<file path="src/rtl/exu_lsu.sv">
// rtl/exu_lsu.sv - EXU load/store unit: one outstanding access, lane shifting and load extension.
// Optional misalignment trap enabled by defining LSU_MISALIGN_TRAP_EN.
module exu_lsu #(
    parameter int              XLEN      = 32,
    parameter logic [XLEN-1:0] BASE_ADDR = XLEN'(32'h8000_0000)
) (
    input  logic              clk,
    input  logic              rst,
    input  logic              req_valid,
    output logic              req_ready,
    input  logic              req_store,
    input  logic [1:0]        req_size,
    input  logic              req_unsigned,
    input  logic [XLEN-1:0]   req_addr,
    input  logic [XLEN-1:0]   req_wdata,
    output logic              resp_valid,
    input  logic              resp_ready,
    output logic [XLEN-1:0]   resp_rdata,
    output logic              resp_err,
    output logic              mem_req_valid,
    input  logic              mem_req_ready,
    output logic              mem_r_en,
    output logic              mem_w_en,
    output logic [XLEN-1:0]   mem_addr,
    output logic [XLEN-1:0]   mem_w,
    output logic [XLEN/8-1:0] mem_wstrb,
    input  logic [XLEN-1:0]   mem_r,
    input  logic              mem_rvalid
);
    localparam int LANE_W = $clog2(XLEN/8);
    localparam int STRB_W = XLEN/8;

    typedef enum logic [1:0] {IDLE, REQ, WAIT, RESP} state_t;

    state_t            state_q, state_d;
    logic [1:0]        size_q, size_d;
    logic              uns_q, uns_d;
    logic              store_q, store_d;
    logic              err_q, err_d;
    logic [XLEN-1:0]   addr_q, addr_d;
    logic [XLEN-1:0]   wdata_q, wdata_d;
    logic [XLEN-1:0]   rdata_q, rdata_d;

    logic [LANE_W-1:0]   lane;
    logic [XLEN-1:0]     shifted;
    logic [XLEN-1:0]     mask;
    logic                sign;
    logic [XLEN-1:0]     ld_data;
    logic [2*STRB_W-1:0] strb_wide;
    logic                acc_err;

    always_comb begin
        acc_err = (XLEN == 32) && (req_size == 2'd3);
`ifdef LSU_MISALIGN_TRAP_EN
        case (req_size)
            2'd1:    acc_err = acc_err | req_addr[0];
            2'd2:    acc_err = acc_err | (|req_addr[1:0]);
            2'd3:    acc_err = acc_err | (|req_addr[2:0]);
            default: acc_err = acc_err;
        endcase
`endif
    end

    // Load data: bring the addressed lane down to bit 0, then truncate and extend.
    always_comb begin
        lane    = addr_q[LANE_W-1:0];
        shifted = mem_r >> {lane, 3'b000};
        case (size_q)
            2'd0:    begin mask = XLEN'(64'hFF);        sign = shifted[7];      end
            2'd1:    begin mask = XLEN'(64'hFFFF);      sign = shifted[15];     end
            2'd2:    begin mask = XLEN'(64'hFFFF_FFFF); sign = shifted[31];     end
            default: begin mask = '1;                   sign = shifted[XLEN-1]; end
        endcase
        ld_data = shifted & mask;
        if (!uns_q && sign) begin
            ld_data = ld_data | ~mask;
        end
    end

    always_comb begin
        state_d = state_q;
        size_d  = size_q;
        uns_d   = uns_q;
        store_d = store_q;
        err_d   = err_q;
        addr_d  = addr_q;
        wdata_d = wdata_q;
        rdata_d = rdata_q;
        case (state_q)
            IDLE: begin
                if (req_valid) begin
                    size_d  = req_size;
                    uns_d   = req_unsigned;
                    store_d = req_store;
                    addr_d  = req_addr;
                    wdata_d = req_wdata;
                    rdata_d = '0;
                    err_d   = acc_err;
                    state_d = acc_err ? RESP : REQ;
                end
            end
            REQ: begin
                if (mem_req_ready) begin
                    state_d = store_q ? RESP : WAIT;
                end
            end
            WAIT: begin
                if (mem_rvalid) begin
                    rdata_d = ld_data;
                    state_d = RESP;
                end
            end
            RESP: begin
                if (resp_ready) begin
                    state_d = IDLE;
                end
            end
            default: state_d = IDLE;
        endcase
    end

    always_comb begin
        case (size_q)
            2'd0:    strb_wide = (2*STRB_W)'(8'h01);
            2'd1:    strb_wide = (2*STRB_W)'(8'h03);
            2'd2:    strb_wide = (2*STRB_W)'(8'h0F);
            default: strb_wide = (2*STRB_W)'(8'hFF);
        endcase
        // Strobe bits past the word boundary fall off on truncation.
        strb_wide = strb_wide << lane;

        req_ready     = (state_q == IDLE);
        resp_valid    = (state_q == RESP);
        resp_err      = (state_q == RESP) && err_q;
        resp_rdata    = (state_q == RESP) ? rdata_q : '0;
        mem_req_valid = (state_q == REQ);
        mem_r_en      = (state_q == REQ) && !store_q;
        mem_w_en      = (state_q == REQ) && store_q;
        mem_addr      = BASE_ADDR;
        mem_w         = '0;
        mem_wstrb     = '0;
        if (state_q == REQ) begin
            mem_addr = {addr_q[XLEN-1:LANE_W], {LANE_W{1'b0}}};
            if (store_q) begin
                mem_w     = wdata_q << {lane, 3'b000};
                mem_wstrb = strb_wide[STRB_W-1:0];
            end
        end
    end

    always_ff @(posedge clk or negedge rst) begin
        if (!rst) begin
            state_q <= IDLE;
            size_q  <= '0;
            uns_q   <= 1'b0;
            store_q <= 1'b0;
            err_q   <= 1'b0;
            addr_q  <= '0;
            wdata_q <= '0;
            rdata_q <= '0;
        end else begin
            state_q <= state_d;
            size_q  <= size_d;
            uns_q   <= uns_d;
            store_q <= store_d;
            err_q   <= err_d;
            addr_q  <= addr_d;
            wdata_q <= wdata_d;
            rdata_q <= rdata_d;
        end
    end
endmodule

</file>
<file path="config.mk">
export PLATFORM = sky130hd
export DESIGN_NAME = exu_lsu
export DESIGN_NICKNAME = d
export VERILOG_FILES = /design/src/rtl/exu_lsu.sv
export SDC_FILE = /design/constraint.sdc
export NUM_CORES = 1
export LEC_CHECK = 0
export ABC_AREA = 1
export BUFFER_PORTS_ARGS = -buffer_cell sky130_fd_sc_hd__buf_2
export CAP_MARGIN = 20
export CORE_MARGIN = 10
export CORE_UTILIZATION = 50
export CTS_CLUSTER_SIZE = 12
export DETAILED_ROUTE_END_ITERATION = 10
export GPL_TIMING_DRIVEN = 0
export HOLD_SLACK_MARGIN = 0.12
export PLACE_DENSITY = 0.79
export SKIP_LAST_GASP = 1
export SLEW_MARGIN = 20
export SYNTH_ARGS = -nofsm -noshare
export SYNTH_HDL_FRONTEND = slang
export SYNTH_SLANG_ARGS = --single-unit
</file>
<file path="constraint.sdc">
create_clock -name clk -period 2.17 [get_ports clk]
set_input_delay 0.3255 -clock clk [delete_from_list [all_inputs] [get_ports clk]]
set_output_delay 0.3255 -clock clk [all_outputs]
set_load 0.02 [all_outputs]
</file>
---- After elaboration in Yosys (flattened, before gate mapping) ----
Cells that the tools add are included.
Widths: inputs -> output; s select.
word-level totals
  flip-flop bits (word level) ............. 103
  latch bits .............................. 0
  RAM bits ................................ 0
  bits in read-only memories .............. 0
  bits of input ports ..................... 106
  output and inout bits ................... 106
  word-level logic and storage cells ...... 56
  memories kept ........................... 0
operators by class
  $add $sub $neg .......................... 0
  multiply operators ...................... 0
  divide/modulo/power cells ............... 0
  order comparisons ....................... 0
  equality and inequality tests ........... 10
  shift-type cells ........................ 3
  muxes and demuxes ....................... 20
  bitwise operators ....................... 3
  reductions and logical operators ........ 12
operator list
  kind                count
  $mux 32             7
  $pmux 32 s2         2
  $and 32x32->32      1
  $not 32->32         1
  $or 32x32->32       1
  $shl 32x5->32       1
  $shr 32x5->32       1
  $pmux 8 s3          1
  $mux 2              5
  $eq 2x2->1 const B  4
  $mux 4              2
  $pmux 2 s4          1
  $shl 8x2->4         1
  $eq 2x1->1 const B  2
  $logic_and 1x1->1   4
  $logic_not 2->1     2
  $ne 2x1->1 const B  2
  $ne 2x2->1 const B  2
  $reduce_and 4->1    1
  $reduce_and 3->1    1
  $logic_not 1->1     2
  $pmux 1 s2          1
  $reduce_and 2->1    1
  $reduce_bool 2->1   1
  $mux 1              1

---- Longest topological paths before layout ----
  depth in word-level cells ............... 7
  mapped depth ............................ 10
  depth with buffers taken out ............ 9

---- Least setup slack after synthesis ----
Ideal clock, no wire load.
  kind .................................... register to output
  from .................................... register state_q[1]
  to ...................................... output mem_w[0]
  data arrival time ....................... 2.044 ns
  data required time ...................... 1.845 ns
  slack ................................... -0.199 ns
  stages on the path, launching flop included .. 9
  buffers on the path ..................... 0
  cells stage by stage .................... dfrtp_1 > inv_1 > ha_1 > nand2_1 > nor2_1 > inv_1 > nor2_1 > inv_1 > nor2_1
between the ends
  word-level cells in the longest chain between the ends .. 2
RTL lines
  what                      RTL line  text
  start: declaration        35        state_t state_q, state_d;
  start signal: assignment  162       state_q <= state_d;
  $eq 2x1->1                -
  via mem_req_valid         20        output logic mem_req_valid,
  $mux 32                   142       if (state_q == REQ) begin
  end: declaration          25        output logic [XLEN-1:0] mem_w,
The timed path passes the listed nets, and every way through them passes these cells.

---- Worst setup path in the final report ----
  from .................................... register state_q[1]
  to ...................................... output mem_w[29]
between the ends
  word-level cells in the longest chain between the ends .. 2
RTL lines
  what        RTL line
  $eq 2x1->1  142
  $mux 32     142
No other way between the ends.

==> flow_summary.toml <==
[status]
outcome = "complete, but fails checks"
violations = "setup timing"

[worst_setup_path]
ff2ff_setup_slack_ps = 70
critPathKind = "reg2out"
timing.rr.start = "state_q[1]$_DFFE_PN0P_"
rr_worst_depth = 7
critPathLaunchType = "register"
cp_max_fo = 10
crit_path_start = "state_q[1]$_DFFE_PN0P_"
required_ps = 1840
crit_end = "mem_w[29]"
worst_ep_arrival_time_ps = 1910
crit_path_end_kind = "output port"
rr_endpoint = "wdata_q[10]$_DFFE_PN0P_"

[flow_run]
cap_viol_max_count = 0

[clock_tree]
htreeDepth = 3
clk_latency_ps = 350
cts_tree = "built"
clockBufferDepth = 2
clk_pin_slew_ps = 70
cts_buffers = 9
numClockSinks = 103
cts_root_buf = "clkbuf_16"

[power_and_ir_drop]
p_sw_uw = 4950
p_leak_uw = 0.00446
finalPower_uw = 10900
power.density_nw_per_um2 = 1410
power_frac_clock_pct = 15.3
seqPwrFrac_pct = 30.0
power.internal_uw = 5970
p_comb_share_pct = 54.7
sw_frac_of_total_pct = 45.3
max-vdd-ir-drop_mv = 0.794

[sta]
setup_violations = 13
finalSetupTns_ps = -367
period_needed_ps = 2230
max_freq_mhz = 448
rsz0062_at_grt = "yes"
slew_viol_final = 0
fin_crit_sh_pct = 103
tightest_slew_ps = 542
slew_headroom_pct = 63.9
holdWs_ps = 203
setup_ws_ps = -60.8
fin_worst_skew_ps = 5.89
hold_viol = 0

[final_layout]
postLayoutCellArea_um2 = 7760
area_growth_pct = 36.1
drive_above_1_share_pct = 38.1
nets = 1054
fillers = 883

[synthesis]
post-synth-top-count-cell = "nand2_1"
ys_types = 26
ys_ff_latch = 103
netlist_instances = 718
synth_area_leaders = "dfrtp_1, nand2_1, mux2_2, inv_1, nor2_1"
netlist_area_um2 = 5700
synth.yosys.warnings = 0
async_flop_share_pct = 100
synth.top_cells.by_count = "nand2_1, dfrtp_1, inv_1, nor2_1, mux2_2"
synth_area_leader_cell = "dfrtp_1"
synth_edf_count = 0
avgSynthCellArea_um2 = 7.94
synth_top_area_share_pct = 45.2
synth_flop_cell = "dfrtp_1"
ys_seq_area_share_pct = 45.2

[die]
core_um2 = 11000
die_h_um = 127
start_util_pct = 51.9
row_count = 38
boundaryPins = 212
die-area_um2 = 16100
fp.dieW_um = 127

[detailed_routing]
drc = 0
drt_iter0_markers = 442
first_pass_iters = 5
wl_um = 19400
num_vias = 5766
drtAntennaViolNets = 0
routedWlPerCell_um = 17.7
avgViaCountPerCell = 5.29

[placed_design]
place.detailed.hpwl_um = 14100
port_buffers = 209
gp_congestion = 0.961
dpl_cell_area_um2 = 6980

[global_routing]
grt_pass1_vias = 5749
antenna_found_initial = 6
grt_usage_pct = 22.5
grt_pass1_wl_um = 29400
overflow = 0
grt_max_degree = 75

[min_path]
hold_path_class = "in2reg"
min_from = "req_addr[30]"
-- worst max-delay path, stage by stage (launching register included) --
cell     delay, ps
dfrtp_1        420
inv_2           90
ha_4           150
nand2_4         90
nor2_4         130
inv_4           80
buf_6          160
o32ai_4        270
buf_6          170
-- placed cells by master, fill, tap and decap left out, types with 3 or more instances in the layout --
cell type    n
ha_1         4
inv_2        3
buf_6       18
clkbuf_1     6
o21ai_0     15
a21oi_1     27
o32ai_2      4
o32ai_1      3
nand3_1     37
diode_2      3
nor2_1      79
clkbuf_16    9
inv_4        3
nand2_1    203
nor2_4       4
dfrtp_1    102
buf_2      193
mux2_2      56
nand2_4      3
o21ai_1      7
nor2_2       5
o32ai_4      9
inv_1       84
clkbuf_2     4
buf_4       31
o211ai_1    13
-- power by group through the flow --
| stage | clock network (µW) | registers (µW) | logic [µW] |
|---|---|---|---|
| 2_1_floorplan | 0 | 3110 | 3790 |
| 3_3_place_gp | 0 | 3240 | 5150 |
| 3_5_place_dp | 0 | 3260 | 5230 |
| 4_1_cts | 1690 | 3240 | 5730 |
| 5_1_grt | 1750 | 3360 | 6520 |
| 6_report | 1670 | 3270 | 5970 |
-- stage by stage --
step / cells / utilization [%] / setup slack [ps]
finish: 1091 / 70.7 / -60.8
global route: 1089 / 70.6 / -151
CTS: 1088 / 69.3 / -36.8
detailed placement: 1069 / 63.5 / -142
global placement: 1068 / 63.2 / -377
floorplan: 719 / - / -31.5
-- metal layers --
layer	part of all wire, %	global-route usage [%]	wire length [µm]
met1	38	26.6	7450
met2	47	35.8	9020
met3	12	9.00	2350
met4	2.6	8.77	496
met5	0.18	0	34
-- registers in the layout (all words and copies together), names as in the netlist --
register  cells
addr_q       32
rdata_q      32
wdata_q      32
size_q        2
state_q       2
err_q         1
store_q       1
uns_q         1
-- how the worst min path moves through the flow --
stage,end,slack [ps],cells past startpoint
finish,addr_q[30]$_DFFE_PN0P_,200,2
CTS,wdata_q[27]$_DFFE_PN0P_,200,2
floorplan,addr_q[0]$_DFFE_PN0P_,30,0
global route,addr_q[30]$_DFFE_PN0P_,210,2
global placement,rdata_q[3]$_DFFE_PN0P_,460,2
detailed placement,rdata_q[26]$_DFFE_PN0P_,220,1
-- area by class of cell --
| cell class | instances | area, µm² | area share (%) |
|---|---|---|---|
| Inverter | 91 | 354 | 4.56 |
| Multi-Input combinational cell | 481 | 2820 | 36.3 |
| Antenna cell | 3 | 7.51 | 0.0967 |
| Timing Repair Buffer | 215 | 1240 | 16.0 |
| Clock inverter | 6 | 67.6 | 0.870 |
| Clock buffer | 10 | 239 | 3.08 |
| Buffer | 42 | 283 | 3.64 |
| Sequential cell | 103 | 2580 | 33.2 |
| Tap cell | 140 | 175 | 2.26 |
-- logic make-up after synthesis --
logic type	Yosys count	share of synthesized area (%)
AO/OA/AOI/OAI	82	8.99
multiplexers	56	11.1
flip-flops	103	45.2
other	1	0.0658
adder cells (fa/ha/maj)	5	1.10
AND/OR/NAND/NOR	336	23.4
buffers and inverters	135	10.2
-- timing repair --
action / CTS / global route
setup buffers: 3 / 1
resized for setup: 74 / 39
setup endpoints to repair: 83 / 57
hold endpoints to repair: 29 / 0
hold buffers: 1 / 0
No activity file was read; power rests on OpenSTA's default activity.
